--- src/rtl/program_counter_if.sv ---
// program_counter_if: control and status bundle between the decode/control
// logic (master) and the fetch-side program counter (slave).
interface program_counter_if;
   logic       stall;
   logic       halt_req;
   logic       resume;
   logic       branch_en;
   logic [7:0] branch_target;
   logic       rel_en;
   logic [7:0] rel_offset;
   logic       call_en;
   logic       ret_en;
   logic [7:0] pc_count;
   logic       pc_valid;
   logic       halted;
   logic       stack_overflow;
   logic       stack_underflow;

   // Decode/control side: drives requests, observes the fetch address.
   modport master (
      output stall, halt_req, resume, branch_en, branch_target,
             rel_en, rel_offset, call_en, ret_en,
      input  pc_count, pc_valid, halted, stack_overflow, stack_underflow
   );

   // Program counter side.
   modport slave (
      input  stall, halt_req, resume, branch_en, branch_target,
             rel_en, rel_offset, call_en, ret_en,
      output pc_count, pc_valid, halted, stack_overflow, stack_underflow
   );
endinterface

--- src/rtl/program_counter.sv ---
// program_counter: fetch-side 8-bit PC with sequential increment, absolute
// and relative branches, stall/halt control and an optional hardware
// return-address stack.
// Optional feature macro: PC_CALL_STACK_EN
//   defined   -> call/ret through a STACK_DEPTH-entry return-address stack
//                with sticky overflow/underflow flags.
//   undefined -> call_en acts as an absolute branch, ret_en is ignored and
//                both stack flags read 0.
// All PC arithmetic is modulo 256. pc_count is always a register output.
module program_counter #(
   parameter logic [7:0] RESET_PC    = 8'h00,
   parameter int         STACK_DEPTH = 4
) (
   input  logic                clk,
   input  logic                reset,
   program_counter_if.slave    bus
);

   typedef enum logic [1:0] {
      ST_BOOT = 2'd0,
      ST_RUN  = 2'd1,
      ST_HALT = 2'd2
   } state_t;

   state_t     state_reg;
   state_t     state_next;
   logic [7:0] pc_reg;
   logic [7:0] pc_next;
   logic [7:0] pc_inc;
   logic [7:0] pc_rel;

   assign pc_inc = pc_reg + 8'd1;
   // An 8-bit wrap-around add of the raw offset gives exactly the result of
   // adding the sign-extended offset modulo 256.
   assign pc_rel = pc_reg + bus.rel_offset;

`ifdef PC_CALL_STACK_EN
   localparam int SP_W  = $clog2(STACK_DEPTH + 1);
   localparam int IDX_W = (STACK_DEPTH > 1) ? $clog2(STACK_DEPTH) : 1;

   logic [SP_W-1:0]  sp_reg;
   logic             ovf_reg;
   logic             unf_reg;
   logic [7:0]       stack_mem [STACK_DEPTH];
   logic [IDX_W-1:0] wr_idx;
   logic [IDX_W-1:0] top_idx;
   logic             stack_empty;
   logic             stack_full;
   logic [7:0]       stack_top;
   logic             push_req;
   logic             pop_req;
   logic             ovf_set;
   logic             unf_set;

   // sp_reg counts occupied entries; the next free slot is sp_reg and the
   // top of stack is sp_reg-1. wr_idx is only used when not full.
   assign wr_idx      = IDX_W'(sp_reg);
   assign top_idx     = IDX_W'(sp_reg - 1'b1);
   assign stack_empty = (sp_reg == '0);
   assign stack_full  = (sp_reg == SP_W'(STACK_DEPTH));
   assign stack_top   = stack_mem[top_idx];
`endif

   // Next-state and next-PC selection; first matching request wins.
   always_comb begin
      state_next = state_reg;
      pc_next    = pc_reg;
`ifdef PC_CALL_STACK_EN
      push_req   = 1'b0;
      pop_req    = 1'b0;
      ovf_set    = 1'b0;
      unf_set    = 1'b0;
`endif
      unique case (state_reg)
         ST_BOOT: begin
            state_next = ST_RUN;
         end
         ST_RUN: begin
            if (bus.halt_req) begin
               state_next = ST_HALT;
            end else if (bus.stall) begin
               pc_next = pc_reg;
            end
`ifdef PC_CALL_STACK_EN
            else if (bus.ret_en) begin
               if (stack_empty) begin
                  unf_set = 1'b1;
                  pc_next = pc_inc;
               end else begin
                  pop_req = 1'b1;
                  pc_next = stack_top;
               end
            end else if (bus.call_en) begin
               // The jump is taken even when the push has to be dropped.
               pc_next = bus.branch_target;
               if (stack_full) begin
                  ovf_set = 1'b1;
               end else begin
                  push_req = 1'b1;
               end
            end
`else
            else if (bus.call_en) begin
               pc_next = bus.branch_target;
            end
`endif
            else if (bus.branch_en) begin
               pc_next = bus.branch_target;
            end else if (bus.rel_en) begin
               pc_next = pc_rel;
            end else begin
               pc_next = pc_inc;
            end
         end
         ST_HALT: begin
            // Resume wins only when halt_req is not also asserted; the PC
            // is untouched so the held address is fetched again.
            if (bus.resume && !bus.halt_req) begin
               state_next = ST_RUN;
            end
         end
         default: begin
            state_next = ST_BOOT;
         end
      endcase
   end

   // State and PC registers.
   always_ff @(posedge clk or negedge reset) begin
      if (!reset) begin
         state_reg <= ST_BOOT;
         pc_reg    <= RESET_PC;
      end else begin
         state_reg <= state_next;
         pc_reg    <= pc_next;
      end
   end

`ifdef PC_CALL_STACK_EN
   // Return-address storage; contents need no reset because sp_reg gates
   // every read.
   always_ff @(posedge clk) begin
      if (push_req) begin
         stack_mem[wr_idx] <= pc_inc;
      end
   end

   // Stack occupancy and sticky error flags.
   always_ff @(posedge clk or negedge reset) begin
      if (!reset) begin
         sp_reg  <= '0;
         ovf_reg <= 1'b0;
         unf_reg <= 1'b0;
      end else begin
         if (push_req) begin
            sp_reg <= sp_reg + 1'b1;
         end else if (pop_req) begin
            sp_reg <= sp_reg - 1'b1;
         end
         if (ovf_set) begin
            ovf_reg <= 1'b1;
         end
         if (unf_set) begin
            unf_reg <= 1'b1;
         end
      end
   end

   assign bus.stack_overflow  = ovf_reg;
   assign bus.stack_underflow = unf_reg;
`else
   assign bus.stack_overflow  = 1'b0;
   assign bus.stack_underflow = 1'b0;
`endif

   assign bus.pc_count = pc_reg;
   assign bus.pc_valid = (state_reg == ST_RUN) && !bus.stall;
   assign bus.halted   = (state_reg == ST_HALT);

endmodule
--- src/flat_wrapper.sv ---
// flat-port wrapper written by rule: the top's interface ports become plain ports
module program_counter_flat 
#(
   parameter logic [7:0] RESET_PC    = 8'h00,
   parameter int         STACK_DEPTH = 4
)
  (clk, reset, bus_stall, bus_halt_req, bus_resume, bus_branch_en, bus_branch_target, bus_rel_en, bus_rel_offset, bus_call_en, bus_ret_en, bus_pc_count, bus_pc_valid, bus_halted, bus_stack_overflow, bus_stack_underflow);
  program_counter_if bus_i ();
  input  logic clk;
  input  logic reset;
  input wire logic [$bits(bus_i.stall)-1:0] bus_stall;
  input wire logic [$bits(bus_i.halt_req)-1:0] bus_halt_req;
  input wire logic [$bits(bus_i.resume)-1:0] bus_resume;
  input wire logic [$bits(bus_i.branch_en)-1:0] bus_branch_en;
  input wire logic [$bits(bus_i.branch_target)-1:0] bus_branch_target;
  input wire logic [$bits(bus_i.rel_en)-1:0] bus_rel_en;
  input wire logic [$bits(bus_i.rel_offset)-1:0] bus_rel_offset;
  input wire logic [$bits(bus_i.call_en)-1:0] bus_call_en;
  input wire logic [$bits(bus_i.ret_en)-1:0] bus_ret_en;
  output wire logic [$bits(bus_i.pc_count)-1:0] bus_pc_count;
  output wire logic [$bits(bus_i.pc_valid)-1:0] bus_pc_valid;
  output wire logic [$bits(bus_i.halted)-1:0] bus_halted;
  output wire logic [$bits(bus_i.stack_overflow)-1:0] bus_stack_overflow;
  output wire logic [$bits(bus_i.stack_underflow)-1:0] bus_stack_underflow;
  assign bus_i.stall = bus_stall;
  assign bus_i.halt_req = bus_halt_req;
  assign bus_i.resume = bus_resume;
  assign bus_i.branch_en = bus_branch_en;
  assign bus_i.branch_target = bus_branch_target;
  assign bus_i.rel_en = bus_rel_en;
  assign bus_i.rel_offset = bus_rel_offset;
  assign bus_i.call_en = bus_call_en;
  assign bus_i.ret_en = bus_ret_en;
  assign bus_pc_count = bus_i.pc_count;
  assign bus_pc_valid = bus_i.pc_valid;
  assign bus_halted = bus_i.halted;
  assign bus_stack_overflow = bus_i.stack_overflow;
  assign bus_stack_underflow = bus_i.stack_underflow;
  program_counter #(.RESET_PC(RESET_PC), .STACK_DEPTH(STACK_DEPTH)) u_core (.clk(clk), .reset(reset), .bus(bus_i));
endmodule
--- config.mk ---
export PLATFORM = sky130hd
export DESIGN_NAME = program_counter_flat
export DESIGN_NICKNAME = d
export VERILOG_FILES = /design/src/rtl/program_counter_if.sv /design/src/rtl/program_counter.sv /design/src/flat_wrapper.sv
export SDC_FILE = /design/constraint.sdc
export NUM_CORES = 1
export LEC_CHECK = 0
export ABC_AREA = 0
export BUFFER_PORTS_ARGS = -buffer_cell sky130_fd_sc_hd__buf_4
export CORE_MARGIN = 3
export CORE_UTILIZATION = 42
export DETAILED_ROUTE_END_ITERATION = 16
export PLACE_DENSITY = 0.75
export SLEW_MARGIN = 20
export SYNTH_ARGS = -nofsm -noshare
export SYNTH_HDL_FRONTEND = slang
export SYNTH_SLANG_ARGS = --single-unit
--- constraint.sdc ---
create_clock -name clk -period 1.9 [get_ports clk]
set_clock_uncertainty 0.15 [all_clocks]
set_input_delay 0.095 -clock clk [delete_from_list [all_inputs] [get_ports clk]]
set_output_delay 0.095 -clock clk [all_outputs]
set_load 0.005 [all_outputs]
=== After elaboration in Yosys (flattened, before gate mapping) ===
Index checks and enable logic that the tools add are counted.

* Register bits after elaboration: 10
* Logic and storage cells: 23
* Input port bits: 25

* Mux-type cells: 6
* Reduce and logical (&&, ||, !) cells: 7
* $add $sub $neg: 2
* Bitwise operators: 2
* Equal/unequal tests: 4

{| class="wikitable"
|+ Operators by type and width
! operator !! count
|-
| 2-to-1 mux 8 bit || 3
|-
| adder 8 x 1 -> 8 bit (second input constant) || 1
|-
| adder 8 bit || 1
|-
| case mux 2 bit (3 select lines) || 1
|-
| 2-to-1 mux 2 bit || 2
|-
| AND reduction 3 bit || 1
|-
| equality test 2 x 1 -> 1 bit (second input constant) || 1
|-
| equality test 2 bit (second input constant) || 1
|-
| logical AND 1 bit || 2
|-
| logical NOT 1 bit || 2
|-
| logical NOT 2 bit || 1
|-
| != test 2 x 1 -> 1 bit (second input constant) || 1
|-
| != test 2 bit (second input constant) || 1
|-
| inverter 1 bit || 2
|-
| AND reduction 2 bit || 1
|}

=== Longest topological paths before layout ===
Gate-level depths: netlist of the first run.

* Depth in word-level cells: 4
* Gate-level depth with buffers: 10
* Gate-level depth less buffers: 10

=== Worst setup path after synthesis of the first run ===
Ideal clock, no wire load.

* Kind: register to register
* Start point: reg u_core.pc_reg[0] (netlist: u_core.bus.pc_count[0])
* End point: reg u_core.pc_reg[6] (netlist: u_core.bus.pc_count[6])
* Buffers on the path: 0
* Slack: -0.074 ns
* Arrival time: 1.742 ns
* Stages on the path, launching flop included: 10
* Cell sequence: dfrtp_1 -> ha_1 -> inv_1 -> fa_1 -> nor2b_1 -> o31a_1 -> o21a_1 -> nor3_1 -> nand3b_1 -> a31oi_1

* Word-level cells in the longest chain between the ends: 4
* Elaborated cells on any way between the ends: 5
* Classes of those cells: add/sub (2); mux (3)

{| class="wikitable"
|+ RTL lines
! item !! line !! text
|-
| start, declared || program_counter.sv:27 || <nowiki>logic [7:0] pc_reg;</nowiki>
|-
| start signal, assigned || program_counter.sv:135 || <nowiki>pc_reg <= pc_next;</nowiki>
|-
| adder 8 x 1 -> 8 bit / adder 8 bit (equally long branches) || program_counter.sv:32, program_counter.sv:35 ||
|-
| 2-to-1 mux 8 bit * || program_counter.sv:109 || <nowiki>end else if (bus.rel_en) begin</nowiki>
|-
| 2-to-1 mux 8 bit * || program_counter.sv:107 || <nowiki>else if (bus.branch_en) begin</nowiki>
|-
| 2-to-1 mux 8 bit * || program_counter.sv:103 || <nowiki>else if (bus.call_en) begin</nowiki>
|}

Mark *: on every way between the ends. The rest lies on a longest branch, timed or not.
A chain may end at the register's enable or synchronous reset.

=== Worst setup path after layout of the first run ===
* Start point: reg u_core.pc_reg[1] (netlist: u_core.bus.pc_count[1])
* End point: reg u_core.pc_reg[7] (netlist: u_core.bus.pc_count[7])

The elaborated chain is that of the path after synthesis.

==> reports/results.ini, run 1 <==
[status]
status = finished with violations
violations = setup timing

[finish]
largest_reg_flops = 8
n_antenna_cell = 0
syn_to_final_growth_pct = 68.2
fin_nets = 195
final_core_util_pct = 78.1
final_layout_size_suffix_gt1_share_pct = 43.1
nFillCells = 133

[cts]
cts_num_sinks = 10
ctsHtreeMaxLevel = 1
insertion_delay_ps = 260
path_clk_slew_ps = 70
ctsLongestPathBuffers = 2
cts_root_buf = clkbuf_4
numCtsBuffers = 3
tritoncts = done

[logic_synthesis]
synth_compound_area_share_pct = 27.1
synth_top_family_by_area = compound AO/OA/AOI/OAI gates
synth_area_leader_cell = dfrtp_1
synth_area_leaders = dfrtp_1 (30%), ha_1 (10%), a21oi_1 (5.3%), nor2_1 (4.9%), nand2_1 (4.0%)
synth-xor-area-share_pct = 2.07
yosysWarnings = 0
synth_seq_cells = 10
synth.yosys.seq_area_share_pct = 29.6
synth_ff_type = dfrtp_1
syn_area_per_cell_sq_um = 8.46
synth_edf_count = 0
synth_fa_ha_area_share_pct = 12.7
synth_most_common_cell = nor2_1
syn_area_sq_um = 846
synthArstFlopShare_pct = 100
synth.distinct_cells = 33
yosysTopAreaCellShare_pct = 29.6
yosys.area_share.simple_pct = 22.8
synth_mux_area_share_pct = 0
synthTopCellsByCount = nor2_1 (11), dfrtp_1 (10), a21oi_1 (9), nand2_1 (9), ha_1 (7)
syn_inst = 100

[worst_setup_path]
endpoint_kind = flop
reg2reg_from = u_core.bus.pc_count[1]
start_kind = flop
rr_endpoint = u_core.bus.pc_count[7]
required_ps = 1900
arrival_ps = 2080
cp_max_fo = 3
r2r_cells = 8
critical_path_class = reg2reg
cp-startpoint = u_core.bus.pc_count[1]
crit_end = u_core.bus.pc_count[7]
regToRegSetupSlack_ps = -180

[pwr]
p_leak_nw = 0.665
pwr_density_cell_nw_per_um2 = 1280
total_power_mw = 1.82
ir_worst_vdd_mv = 0.880

[global_route]
globalRoute.totalOverflow = 0
grt_util_all_layers_pct = 19.6
grt_max_degree = 11
grt_pass1_vias = 953
antenna_found_initial = 0
grt_pass1_wl_um = 3950

[timing]
min_period_ps = 2080
hold_violations = 0
tightest_slew_ps = 600
rsz0062_at_grt = true
fmax_ghz = 0.481
setup_viol = 4
slew_viol_final = 0
fin_crit_sh_pct = 109
slew_headroom_pct = 60.0
layout_setup_ws_ps = -179

[die]
io_pins = 37
core_sq_um = 1820
initial_utilization_pct = 46.5
rows = 15
die_w_um = 50.9
die_h_um = 50.9
die-area_sq_um = 2590

[run]
drv_cap = 0

[detailed_routing]
drt-wirelength-per-cell_um = 13.6
drc_errors = 0
dr.pass1.iters = 4
vias = 970
postRouteAntennaNets = 0
vias_per_cell = 5.24
drtIter0Drc = 15
routed_wl_um = 2520

[placed_design]
hpwl_um = 1770
routabilityCongestion = 0.933
port_buffers = 33

[worst_hold_path]
hold_class = in2reg

[placed cells by master (no fill, tap or decap), drive strengths merged, types with 2 or more instances in the layout]
cell type / count
buf: 51
nor2: 11
dfrtp: 10
nand2: 9
dlygate4sd3: 9
a21oi: 9
ha: 7
inv: 6
and2: 5
o21ai: 5
a211oi: 4
a31oi: 3
clkbuf: 3
nor2b: 3
nor3: 3
nand2b: 2
o22ai: 2
o21a: 2
o21bai: 2
xnor2: 2
conb: 2
a2bb2oi: 2
[how the worst min path moves through the flow]
stage,startpoint,endpoint,slack (ps),cells past startpoint
2_1_floorplan,reset,u_core.bus.pc_count[0],-350,0
3_3_place_gp,reset,u_core.bus.pc_count[2],-210,1
3_5_place_dp,reset,u_core.bus.pc_count[3],-210,1
4_1_cts,bus_branch_target[7],u_core.bus.pc_count[7],20,3
5_1_grt,bus_branch_target[7],u_core.bus.pc_count[7],20,3
6_report,bus_branch_target[7],u_core.bus.pc_count[7],30,3
[worst max-delay path, cell delays in order, from the launching register on]
cell	delay, ps
dfrtp_1	410
buf_6	130
ha_4	220
a211oi_4	290
nor4b_2	100
a211oi_2	220
xnor2_1	170
a21boi_1	110
a2bb2oi_2	170
[per-layer routing]
layer | global-route usage (%) | vias up | share of wire (%) | routed length (um)
li1 | - | 471 | - | -
met1 | 24.1 | 450 | 40 | 1020
met2 | 35.7 | 41 | 51 | 1290
met3 | 3.21 | 8 | 6.3 | 159
met4 | 4.04 | 0 | 1.9 | 49
met5 | 0 | - | 0 | 0
[metrics by stage]
step                hold slack [ps]  setup slack, ps  cells  TNS (ps)  area [sq um]
finish                         26.1             -179    185      -364          1420
global route                   23.9             -268    185      -809          1420
CTS                            16.9            -78.4    182      -166          1360
detailed placement             -213            -97.8    169      -180          1220
global placement               -214            -59.3    169      -114          1220
floorplan                      -351            -25.8    101     -32.2           857
[report_power, final]
part	switching, mW	total (mW)	internal [mW]
combinational	0.525	1.25	0.730
clock	0.0739	0.147	0.0731
sequential	0.0974	0.415	0.317
[repair_timing]
action                                  CTS  global route
endpoints found under the hold margin    18             0
setup buffers                             1             3
hold buffers                              9             0
pin swaps                                 8            13
endpoints found under the setup margin    4             4
gates resized for setup                   4             6
[cells by family (layout without fill, tap and decap cells)]
| group | Yosys count | in the layout |
|---|---|---|
| adders and majority gates | 8 | 8 |
| other | 1 | 2 |
| xor gates and xnor gates | 2 | 2 |
| buffers and inverters | 10 | 69 |
| DFF | 10 | 10 |
| and+or+nand+nor | 36 | 36 |
| AOI/OAI and AO/OA | 33 | 33 |
[area by class of cell]
| type | count | area (sq um) | area share [%] |
|---|---|---|---|
| Multi-Input combinational cell | 81 | 619 | 43.5 |
| Timing Repair Buffer | 60 | 477 | 33.5 |
| Sequential cell | 10 | 250 | 17.6 |
| Tap cell | 25 | 31.3 | 2.20 |
| Clock buffer | 3 | 22.5 | 1.58 |
| Inverter | 6 | 22.5 | 1.58 |
No activity file was read; power rests on OpenSTA's default activity.
==> run 2, diff against run 1 <==
--- a/config.mk
+++ b/config.mk
@@ -10,6 +10,7 @@
 export CORE_MARGIN = 3
 export CORE_UTILIZATION = 42
 export DETAILED_ROUTE_END_ITERATION = 16
+export HOLD_SLACK_MARGIN = 0.08
 export PLACE_DENSITY = 0.75
 export SLEW_MARGIN = 20
 export SYNTH_ARGS = -nofsm -noshare
==> run 2 against run 1 <==
  * The run still ends with setup timing left
  * Setup slack improved by 20 ps
  * Power shrank 2.2%
  * Critical path depth up 1
  * Maximum frequency up 0.97%
  * First-iteration DRC count down 67%
  * Register-to-register slack gained 20 ps
  * Sequential share of layout area fell by 0.19 points
==> reports/results.ini, run 2 (synthesis gave the netlist of run 1 again) <==
[detailed_routing]
vias = 954  ; -1.6%
drtIter0Drc = 5  ; -10
routed_wl_um = 2560  ; +1.6%
vias_per_cell = 5.10  ; -2.7%
dr.pass1.iters = 4  ; unchanged
postRouteAntennaNets = 0  ; unchanged
drt-wirelength-per-cell_um = 13.7  ; +0.50%
drc_errors = 0  ; unchanged

[finish]
final_layout_size_suffix_gt1_share_pct = 42.0  ; -1.1 points
largest_reg_flops = 8  ; unchanged
instances_no_fill = 187  ; +1.1%
seqCellArea_sq_um = 251  ; +0.50%
final_cell_mix = buf_4 (49), dlygate4sd3_1 (13), nor2_1 (11)
fin_area_sq_um = 1450  ; +1.6%
syn_to_final_growth_pct = 70.9
layout_commonest_cell = buf_4
fin_nets = 197  ; +1.0%
final_core_util_pct = 79.4  ; +1.2 points
n_antenna_cell = 0  ; unchanged
nFillCells = 125  ; -6.0%
multi_input_comb_area_sq_um = 619  ; unchanged

[pwr]
ir_worst_vdd_mv = 0.837  ; -4.8%
p_leak_nw = 0.669  ; +0.68%
pwr_density_cell_nw_per_um2 = 1230  ; -3.8%

[global_route]
grt.busiest_layer = met2
grt_pass1_vias = 985  ; +3.4%
grt_util_all_layers_pct = 21.3  ; +1.7 points
grt_max_degree = 11  ; unchanged
globalRoute.totalOverflow = 0  ; unchanged
met1_usage_pct = 26.0  ; +1.8 points
grt_pass1_wl_um = 4250  ; +7.7%
gr-usage-met2_pct = 39.6  ; +3.9 points
antenna_found_initial = 0  ; unchanged
met3_usage_pct = 3.21  ; unchanged

[status]
status = finished with violations
violations = setup timing

[timing]
slew_headroom_pct = 59.4  ; -0.62 points
fmax_ghz = 0.486  ; +0.97%
slew_viol_final = 0  ; unchanged
hold_violations = 0  ; unchanged
layout_setup_ws_ps = -159  ; +20.0 ps
fin_crit_sh_pct = 108  ; -1.1 points
min_period_ps = 2060  ; -20.0 ps
holdWs_ps = 105  ; +78.7 ps
rsz0062_at_grt = true
setup_viol = 3  ; -1
tightest_slew_ps = 609  ; +9.27 ps

[cts]
path_clk_slew_ps = 70  ; about the same
ctsHtreeMaxLevel = 1  ; unchanged
tritoncts = done
insertion_delay_ps = 260  ; about the same
numCtsBuffers = 3  ; unchanged
cts_num_sinks = 10  ; unchanged
ctsLongestPathBuffers = 2  ; unchanged
cts_root_buf = clkbuf_4

[die]
initial_utilization_pct = 46.5  ; unchanged
die-area_sq_um = 2590  ; unchanged
rows = 15  ; unchanged
die_h_um = 50.9  ; unchanged
core_sq_um = 1820  ; unchanged
die_w_um = 50.9  ; unchanged
io_pins = 37  ; unchanged

[worst_setup_path]
slowest_delay_ps = 360  ; -50 ps
start_kind = flop
critical_path_class = reg2reg
cp_max_fo = 2  ; -1
endpoint_kind = flop
crit_chain = ha_2 -> inv_2 -> fa_2 -> nor2b_2 -> o31a_1 -> o21a_1 -> nor3_2 -> nand3b_1 -> a31oi_1
crit_slowest_cell = dfrtp_1
arrival_ps = 2090  ; about the same
required_ps = 1930  ; +30 ps

[run]
drv_cap = 0  ; unchanged

[placed_design]
port_buffers = 33  ; unchanged
pre_cts_ws_ps = -97.8  ; unchanged
dp_cells = 169  ; unchanged
routabilityCongestion = 0.933  ; unchanged
placed_area_sq_um = 1220  ; unchanged
hpwl_um = 1770  ; unchanged

[worst_hold_path]
hold_class = in2reg

## run 2: report_power, final
part | internal, mW | total (mW) | switching, mW
logic | 0.702 | 1.21 | 0.507
registers | 0.319 | 0.418 | 0.0991
clock network | 0.0731 | 0.148 | 0.0748
total | 1.09 | 1.78 | 0.681
## run 2: metal layers
| metal | share of wire [%] | vias up | wire length, um |
|---|---|---|---|
| met2 | 53 | 30 | 1360 |
| met4 | 0.35 | 0 | 9 |
| li1 | - | 473 | - |
| met3 | 4.7 | 3 | 120 |
| met5 | 0 | - | 0 |
| met1 | 42 | 448 | 1070 |
## run 2: timing repair
item / 4_1_cts / 5_1_grt
pin swaps: 8 / 12
resized for setup: 4 / 6
endpoints found under the hold margin: 20 / 0
cloned: 0 / 0
setup buffers: 1 / 1
hold buffers: 13 / 0
setup endpoints to repair: 4 / 4
## run 2: stage by stage
stage / TNS, ps / total power, mW
finish: -276 / 1.78
global route: -555 / 1.92
CTS: -166 / 1.66
detailed placement: -180 / 1.44
global placement: -114 / 1.41
floorplan: -32.2 / 0.981
## run 2: critical path: cells and delay by family (launching register included)
family | cells | cell delay [ps]
buffers and inverters | 1 | 40
adders and majority gates | 2 | 540
and+or+nand+nor | 3 | 360
DFF | 1 | 360
AOI/OAI and AO/OA | 3 | 530
## run 2: worst paths after layout
check | start | to | slack, ps | cells after the start
max | u_core.bus.pc_count[0] | u_core.bus.pc_count[6] | -160 | 9
min | bus_resume | u_core.state_reg[1] | 100 | 4
max reg2reg | u_core.bus.pc_count[0] | u_core.bus.pc_count[6] | -160 | 9
min reg2reg | u_core.state_reg[0] | u_core.state_reg[1] | 370 | 1
max in group asynchronous | reset | u_core.bus.pc_count[1] | 530 | 3
min in group asynchronous | reset | u_core.bus.pc_count[3] | 710 | 3
## run 2: layout make-up
class / instances / share of cell area, %
multi-input combinational: 81 / 42.9
tap: 25 / 2.16
clock buffer: 3 / 1.56
sequential: 10 / 17.4
inverter: 6 / 1.56
timing repair buffer: 62 / 34.5
==> run 3, diff against run 2 <==
--- a/config.mk
+++ b/config.mk
@@ -6,12 +6,12 @@
 export NUM_CORES = 1
 export LEC_CHECK = 0
 export ABC_AREA = 0
-export BUFFER_PORTS_ARGS = -buffer_cell sky130_fd_sc_hd__buf_4
 export CORE_MARGIN = 3
-export CORE_UTILIZATION = 42
+export CORE_UTILIZATION = 55
 export DETAILED_ROUTE_END_ITERATION = 16
+export DONT_BUFFER_PORTS = 1
 export HOLD_SLACK_MARGIN = 0.08
-export PLACE_DENSITY = 0.75
+export PLACE_DENSITY = 0.73
 export SLEW_MARGIN = 20
 export SYNTH_ARGS = -nofsm -noshare
 export SYNTH_HDL_FRONTEND = slang
==> run 3 against run 2 <==
  * The run still ends with setup timing left
  * Worst hold slack lost 24 ps
  * Maximum frequency increased by 1.2%
  * Routed wire length is 26% higher
  * Non-clock buffer count down 32
  * Cell area decreased by 14%
  * Critical path depth stayed put
  * Setup slack gained 25 ps
==> reports/results.ini, run 3 (synthesis gave the netlist of run 1 again) <==
[status]
status = finished with violations
violations = setup timing

[finish]
final_cell_mix = dlygate4sd3_1 (15), buf_4 (14), nor2_1 (11)
instances_no_fill = 147  ; -21%
layout_commonest_cell = dlygate4sd3_1
fin_nets = 165  ; -16%
syn_to_final_growth_pct = 47.3
nFillCells = 59  ; -53%
largest_reg_flops = 8  ; unchanged
final_core_util_pct = 91.2  ; +12 points
final_layout_size_suffix_gt1_share_pct = 29.0  ; -13 points

[die]
io_pins = 37  ; unchanged
die-area_sq_um = 2040  ; -21%
rows = 13  ; -2
die_h_um = 45.2  ; -11%
die_w_um = 45.2  ; -11%
core_sq_um = 1370  ; -25%
initial_utilization_pct = 61.9  ; +15 points

[global_route]
antenna_found_initial = 0  ; unchanged
grt_util_all_layers_pct = 29.3  ; +8.0 points
grt_pass1_vias = 937  ; -4.9%
grt_pass1_wl_um = 4170  ; -1.8%
grt_max_degree = 11  ; unchanged
globalRoute.totalOverflow = 0  ; unchanged

[timing]
slew_headroom_pct = 52.0  ; -7.3 points
fin_crit_sh_pct = 107  ; -1.3 points
fin_tns_setup_ps = -316  ; -40.2 ps
holdWs_ps = 81.0  ; -23.8 ps
slew_viol_final = 0  ; unchanged
tightest_slew_ps = 719  ; +110 ps
fmax_ghz = 0.492  ; +1.2%
rsz0062_at_grt = true
layout_setup_ws_ps = -134  ; +25.0 ps
hold_violations = 0  ; unchanged
min_period_ps = 2030  ; -25.0 ps
setup_viol = 3  ; unchanged

[cts]
insertion_delay_ps = 280  ; +20 ps
ctsHtreeMaxLevel = 1  ; unchanged
numCtsBuffers = 3  ; unchanged
path_clk_slew_ps = 80  ; about the same
tritoncts = done
cts_num_sinks = 10  ; unchanged
ctsLongestPathBuffers = 2  ; unchanged
cts_setup_buffers = 0  ; -1
cts_root_buf = clkbuf_4

[detailed_routing]
postRouteAntennaNets = 0  ; unchanged
vias = 960  ; +0.63%
drc_errors = 0  ; unchanged
vias_per_cell = 6.53  ; +28%
drtIter0Drc = 38  ; +33
routed_wl_um = 3220  ; +26%
drt-wirelength-per-cell_um = 21.9  ; +60%
dr.pass1.iters = 4  ; unchanged

[worst_setup_path]
r2r_cells = 9  ; unchanged
cp_max_fo = 2  ; unchanged
endpoint_kind = flop
regToRegSetupSlack_ps = -130  ; +30 ps
required_ps = 1940  ; about the same
reg2reg_from = u_core.bus.pc_count[0]
cp-startpoint = u_core.bus.pc_count[0]
start_kind = flop
critical_path_class = reg2reg
arrival_ps = 2080  ; about the same
rr_endpoint = u_core.bus.pc_count[6]
crit_end = u_core.bus.pc_count[6]

[run]
drv_cap = 0  ; unchanged

[pwr]
ir_worst_vdd_mv = 1.20  ; +43%
pwr_density_cell_nw_per_um2 = 1470  ; +19%
p_leak_nw = 0.534  ; -20%

[worst_hold_path]
hold_class = in2async

[placed_design]
port_buffers = 0  ; -100%
dp_cells = 127  ; -25%
hpwl_um = 1640  ; -7.7%
pre_cts_ws_ps = -124  ; -25.8 ps
routabilityCongestion = 0.818  ; -12%

-- run 3: cell types whose count changed in the layout (fill, tap and decap cells not counted), sizes merged --
cell / previous run / this run
diode: 0 / 1
dlygate4sd3: 13 / 15
clkbuf: 3 / 4
buf: 49 / 15
-- run 3: how the worst min path moves through the flow --
stage	startpoint	end	slack, ps	depth (start not counted)
after global routing	reset	u_core.bus.pc_count[4]	110	1
after CTS	reset	u_core.bus.pc_count[4]	90	1
after detailed placement	reset	u_core.bus.pc_count[6]	-350	0
after floorplan	reset	u_core.bus.pc_count[0]	-350	0
after global placement	reset	u_core.bus.pc_count[7]	-350	0
final	reset	u_core.bus.pc_count[6]	80	1
-- run 3: per-stage QoR --
step,power (mW),cell area [sq um]
after CTS,1.61,1180
after detailed placement,1.30,966
after global routing,1.92,1240
after floorplan,0.981,857
after global placement,1.26,966
final,1.83,1250
-- run 3: where the power goes --
part / total (mW) / switching, mW / internal, mW
clock: 0.204 / 0.0879 / 0.117
combinational: 1.20 / 0.581 / 0.616
sequential: 0.426 / 0.107 / 0.319
-- run 3: final cells by class --
cell class / instances / area, sq um / share of cell area (%)
timing repair buffer: 30 / 267 / 21.4
multi-input combinational: 81 / 648 / 52.0
tap: 15 / 18.8 / 1.51
sequential: 10 / 251 / 20.2
clock buffer: 4 / 36.3 / 2.91
antenna: 1 / 2.50 / 0.201
inverter: 6 / 22.5 / 1.81
-- run 3: worst max-delay path: stages (launching register included) --
cell and delay, ps:
dfrtp_1 410, ha_4 180, inv_2 60, fa_2 200
nor2b_2 50, o31a_1 270, o21a_1 200, o21ai_1 160
nand3b_1 90, a31oi_1 190
-- run 3: per-layer routing --
layer | wire (um) | track usage [%] | share of wire, %
met1 | 1150 | 32.8 | 36
met2 | 1640 | 53.7 | 51
met3 | 303 | 3.19 | 9.4
met4 | 130 | 15.2 | 4.0
met5 | 0 | 0 | 0
-- run 3: what timing repair did --
| item | in CTS | in global routing |
|---|---|---|
| endpoints found under the hold margin | 21 | 0 |
| pin swaps | 9 | 12 |
| gates resized for setup | 4 | 12 |
| endpoints found under the setup margin | 4 | 4 |
| hold buffers | 15 | 0 |
